**src/rtl/argmax_classifier.sv**
```systemverilog
// Streaming argmax over one frame of NUM_CLASSES signed scores.
// Scores arrive one per accepted beat in class order; the winning index and
// score are published one cycle after the last score, with a one-cycle done
// pulse. Every accepted score is also kept in a small buffer that can be read
// back with one cycle of latency.
//
// Handshake: a score transfers on a rising edge where in_valid && in_ready;
// in_ready is high whenever reset is released, so the producer never stalls.
// A score presented together with clear is dropped.
module argmax_classifier #(
   parameter int NUM_CLASSES = 10,
   parameter int DATA_W      = 32
) (
   input  logic              clock,
   input  logic              rst,
   input  logic              clear,
   input  logic              in_valid,
   input  logic [DATA_W-1:0] in_data,
   output logic              in_ready,
   output logic [3:0]        class_out,
   output logic [DATA_W-1:0] max_out,
   output logic              result_valid,
   output logic              done_pulse,
   input  logic [3:0]        rd_addr,
   output logic [DATA_W-1:0] rd_data,
   output logic [1:0]        state_o
);

   typedef enum logic [1:0] {
      S_IDLE    = 2'd0,
      S_COLLECT = 2'd1,
      S_DONE    = 2'd2
   } state_t;

   localparam logic [3:0] LAST_IDX = 4'(NUM_CLASSES - 1);
   localparam logic [4:0] NUM_C    = 5'(NUM_CLASSES);

   state_t            state_q, state_d;
   logic [3:0]        idx_q, idx_d;
   logic [DATA_W-1:0] run_max_q, run_max_d;
   logic [3:0]        run_idx_q, run_idx_d;
   logic [3:0]        class_q, class_d;
   logic [DATA_W-1:0] max_q, max_d;
   logic              valid_q, valid_d;
   logic              done_q, done_d;
   logic [DATA_W-1:0] rd_data_q;
   logic [DATA_W-1:0] buffer_q [16];

   logic              accept;
   logic              greater;
   logic [3:0]        wr_addr;

   assign in_ready = rst;
   assign accept   = in_valid && in_ready && !clear;
   assign greater  = $signed(in_data) > $signed(run_max_q);
   assign wr_addr  = (state_q == S_COLLECT) ? idx_q : 4'd0;

   // Next-state and datapath update; a new frame starts from IDLE or DONE.
   always_comb begin
      state_d   = state_q;
      idx_d     = idx_q;
      run_max_d = run_max_q;
      run_idx_d = run_idx_q;
      class_d   = class_q;
      max_d     = max_q;
      valid_d   = valid_q;
      done_d    = 1'b0;
      if (clear) begin
         state_d = S_IDLE;
         idx_d   = 4'd0;
         valid_d = 1'b0;
      end else if (accept) begin
         unique case (state_q)
            S_COLLECT: begin
               if (greater) begin
                  run_max_d = in_data;
                  run_idx_d = idx_q;
               end
               if (idx_q == LAST_IDX) begin
                  state_d = S_DONE;
                  idx_d   = 4'd0;
                  class_d = greater ? idx_q : run_idx_q;
                  max_d   = greater ? in_data : run_max_q;
                  valid_d = 1'b1;
                  done_d  = 1'b1;
               end else begin
                  idx_d = idx_q + 4'd1;
               end
            end
            default: begin
               state_d   = S_COLLECT;
               idx_d     = 4'd1;
               run_max_d = in_data;
               run_idx_d = 4'd0;
               valid_d   = 1'b0;
            end
         endcase
      end
   end

   // State and result registers.
   always_ff @(posedge clock) begin
      if (!rst) begin
         state_q   <= S_IDLE;
         idx_q     <= 4'd0;
         run_max_q <= '0;
         run_idx_q <= 4'd0;
         class_q   <= 4'd0;
         max_q     <= '0;
         valid_q   <= 1'b0;
         done_q    <= 1'b0;
      end else begin
         state_q   <= state_d;
         idx_q     <= idx_d;
         run_max_q <= run_max_d;
         run_idx_q <= run_idx_d;
         class_q   <= class_d;
         max_q     <= max_d;
         valid_q   <= valid_d;
         done_q    <= done_d;
      end
   end

   // Score buffer; a read in the same cycle as a write sees the old value.
   always_ff @(posedge clock) begin
      if (!rst) begin
         for (int i = 0; i < 16; i++) buffer_q[i] <= '0;
         rd_data_q <= '0;
      end else begin
         if (accept) buffer_q[wr_addr] <= in_data;
         rd_data_q <= ({1'b0, rd_addr} < NUM_C) ? buffer_q[rd_addr] : '0;
      end
   end

   assign class_out    = class_q;
   assign max_out      = max_q;
   assign result_valid = valid_q;
   assign done_pulse   = done_q;
   assign rd_data      = rd_data_q;
   assign state_o      = state_q;

endmodule

```
**config.mk**
```make
export PLATFORM = sky130hd
export DESIGN_NAME = argmax_classifier
export DESIGN_NICKNAME = d
export VERILOG_FILES = /design/src/rtl/argmax_classifier.sv
export SDC_FILE = /design/constraint.sdc
export NUM_CORES = 1
export LEC_CHECK = 0
export CORE_UTILIZATION = 53
export CTS_CLUSTER_SIZE = 24
export DETAILED_ROUTE_END_ITERATION = 16
export HOLD_SLACK_MARGIN = 0.03
export PLACE_DENSITY = 0.75
export SYNTH_ARGS = -nofsm -noshare
export SYNTH_HDL_FRONTEND = slang
export SYNTH_SLANG_ARGS = --single-unit
```
**constraint.sdc**
```tcl
create_clock -name clock -period 4.52 [get_ports clock]
set_input_delay 0.678 -clock clock [delete_from_list [all_inputs] [get_ports clock]]
set_output_delay 0.678 -clock clock [all_outputs]
set_load 0.02 [all_outputs]
```
==> summary.md <==
| Metric | Value |
|---|---|
| Outcome | `completed` |
| Layout cells sized above 1 | `13.0%` |
| Setup_tns | `0 ns` |
| Peak VDD IR | `roughly 260 µV` |
| Final setup fails | `0` |
| Reg-to-reg endpoint | `run_max_q[4]` |
| Period minus WS final | `between 3 and 4 ns` |
| DRC Markers | `0` |
| Worst R2R Start | `run_max_q[31]` |
| First-pass GRT wire length | `75300 µm` |
| Slew @ Worst Pin | `1.09 ns` |
| Synth Register Bits | `~430` |
| Hold/Removal Path Class | `flop to flop` |
| Core Area | `0.0365 mm²` |
| CP Capture Type | `flop` |
| Total number of vias | `12902` |
| Post-synthesis sequential area ratio | `around 60%` |
| Fin crit share | `slightly below 80%` |
| Ys async rst share | `0%` |
| Static leakage | `8.36 nW` |
| Post-synth EDFFs | `320` |
| First-pass iteration count of the detailed router | `6` |
| Synth warn | `0` |
| Initial antenna violation count | `3` |
| GPL Wtd Cong | `around 0.89` |
| CTS tree | `done` |
| Post-Syn Nets | `1616` |
| Max incr delay on CP | `around 0.72 ns` |
| CP Class | `primary input to flop` |
| Fin cells | `2114` |
| Setup WS post-layout | `1.03 ns` |
| Initial Util | `53.7%` |
| R2R setup slack | `1.39 ns` |
| Post-CTS setup buffers | `0` |
| Synthesized cell area | `just under 0.02 mm²` |
| Post-Place Cells | `2034` |
| Cts hold-fix bufs | `0` |
| Clock Sinks | `431` |
| Post-synthesis cell type count | `44` |
| CP max stage cell | `o2111a_2` |
| Number of buffers created by CTS | `44` |
| Critical Path RT | `4.99 ns` |
| Wire length per cell | `around 23 µm` |
| Most frequent cells in the layout | `edfxtp_1, and2_1, dfxtp_1` |
| Syn_area_per_cell | `12.7 µm²` |
| Crit path cell chain | `clkdlybuf4s50_1, ha_1, a21oi_1, nand2_1, a221o_1, a211oi_4, o2111a_2, o21ai_0, a21oi_1` |
| Largest net degree at the start of global routing | `70` |
| Post-route ant nets | `0` |
| Final core occ | `62.4%` |
| Pre-CTS setup slack | `0.307 ns` |
| Max cap viols | `0` |
| Clock transition at the registers of the reported paths | `0.07 ns` |
| Top_reg_cell synth | `edfxtp_1` |
| R2R depth | `8` |
| Port Buf Inserts | `around 110` |
| Worst path most repeated cell | `a21oi_1` |
| Vias in the first global route | `13063` |
| Area grow syn2layout | `16.2%` |
| Total GRT Usage | `26.3%` |
| DIE HEIGHT | `194 µm` |
| Rows | `70` |
| Root buffer cell | `clkbuf_16` |
| Setup crit start kind | `primary input` |
| Post-CTS sizing | `0` |
| Clk_skew | `0.0231 ns` |
| RSZ-0062 raised after global routing | `false` |
| Hold Path Origin | `class_out[2]` |
| Final hold slack | `0.469 ns` |
| Diode count | `0` |
| Normalized max-slew margin | `27.2%` |
| Hold-critical path depth | `2` |
| Fin. max-slew vios | `0` |
| Fmax achieved | `0.286 GHz` |
| Power per Cell Area | `382 mW/mm²` |
| Worst Hold End | `class_out[2]` |
| WL final | `about 49000 µm` |
| Nets@finish | `around 1700` |
| DPL Wire Length | `29600 µm` |
| H-Tree Depth | `2` |
| Worst-path fanout max | `36` |
| Skew-Pair Late Insertion Delay | `0.55 ns` |
| DRT iter0 DRCs | `1350` |
| Worst path arrival time | `about 4.0 ns` |
| Most common cell after layout, fill and taps aside | `edfxtp_1` |
| Final hold viol count | `0` |
| IO Count | `113` |
| # fillers | `2681` |
| Die ar. | `about 0.038 mm²` |
| Grt ovf | `0` |
| Longest Clk Path Bufs | `3` |
| Post-synthesis instance total | `1542` |
| Die Wd | `between 150 and 200 µm` |
| DR vias/cell | `approximately 6` |
## per-stage QoR
step,cell area [µm²],power (mW)
after floorplan,19600,4.90
after global placement,21400,5.16
after detailed placement,21400,5.17
after CTS,22800,8.75
after global routing,22800,8.94
final,22800,8.71
## Yosys cell counts (all sizes together), types with 2 or more instances
cell    instances  share of area, %
o22ai           2             0.064
edfxtp        320                49
nor2           56               1.1
buf            37              0.98
o21ai          50               1.3
nor3           12              0.31
dfxtp         111                11
nor4            7              0.26
nand2b         10              0.32
a21oi          55               1.4
nand3         103               2.6
and2          314                10
inv            36              0.69
a211oi          3              0.18
clkbuf        115               2.2
nor2b           2             0.064
a21o            2             0.077
nand4          42               1.4
ha             34               2.2
o211ai         36               1.4
o22a           32               1.4
nand3b          2             0.077
mux2i          65               3.3
nand2          20              0.38
and4            2             0.089
mux4           64               7.4
## final cells by class
cell class / instances / area (µm²) / area share (%)
Clock inverter: 14 / 165 / 0.725
Multi-Input combinational cell: 923 / 7120 / 31.3
Sequential cell: 431 / 11800 / 51.9
Inverter: 36 / 135 / 0.593
Clock buffer: 66 / 1260 / 5.52
Tap cell: 468 / 586 / 2.57
Timing Repair Buffer: 176 / 1690 / 7.41
## power breakdown
group          switching [mW]  internal (mW)
clock                    1.47           2.15
sequential             0.0407           4.37
combinational           0.421          0.267
total                    1.93           6.78
## per-layer routing
| layer | wire length [µm] | track usage, % |
|---|---|---|
| met5 | 0 | 0 |
| met4 | 1430 | 9.29 |
| met3 | 4610 | 3.73 |
| met2 | 24200 | 44.5 |
| met1 | 19100 | 34.7 |
## flip-flops by register name, indices dropped and copies added, names as in the netlist
name        cells
buffer_q      320
max_out        32
rd_data        32
run_max_q      32
class_out       4
idx_q           4
run_idx_q       4
state_o         2
done_pulse      1
## worst max-delay path by stage
stage                           start              to  slack (ns)  cells past startpoint
after global routing      in_data[30]    run_max_q[4]        0.84                      9
after global placement    in_data[12]   run_max_q[22]        0.49                      9
final                     in_data[30]    run_max_q[4]        1.03                      9
after detailed placement  in_data[30]    run_max_q[4]        0.31                      8
after CTS                 in_data[30]    run_max_q[4]        0.84                      8
after floorplan                   rst  buffer_q[3][0]        0.17                      8
## worst max-delay path: cells and delay by family
family                   cells  cell delay, ns
adder cells (fa/ha/maj)      1            0.47
AO/OA/AOI/OAI                6            2.08
AND/OR/NAND/NOR              1            0.07
buffers and inverters        1            0.65
## logic make-up (layout without fill, tap and decap cells)
| group | after synthesis | in the layout | synth area share [%] |
|---|---|---|---|
| AND/OR/NAND/NOR | 572 | 572 | 16.7 |
| flip-flops | 431 | 431 | 60.3 |
| AO/OA/AOI/OAI | 188 | 188 | 6.23 |
| buffers and inverters | 188 | 292 | 3.87 |
| multiplexers | 129 | 129 | 10.7 |
| adder cells (fa/ha/maj) | 34 | 34 | 2.17 |
Power figures use the tool's default switching activity.
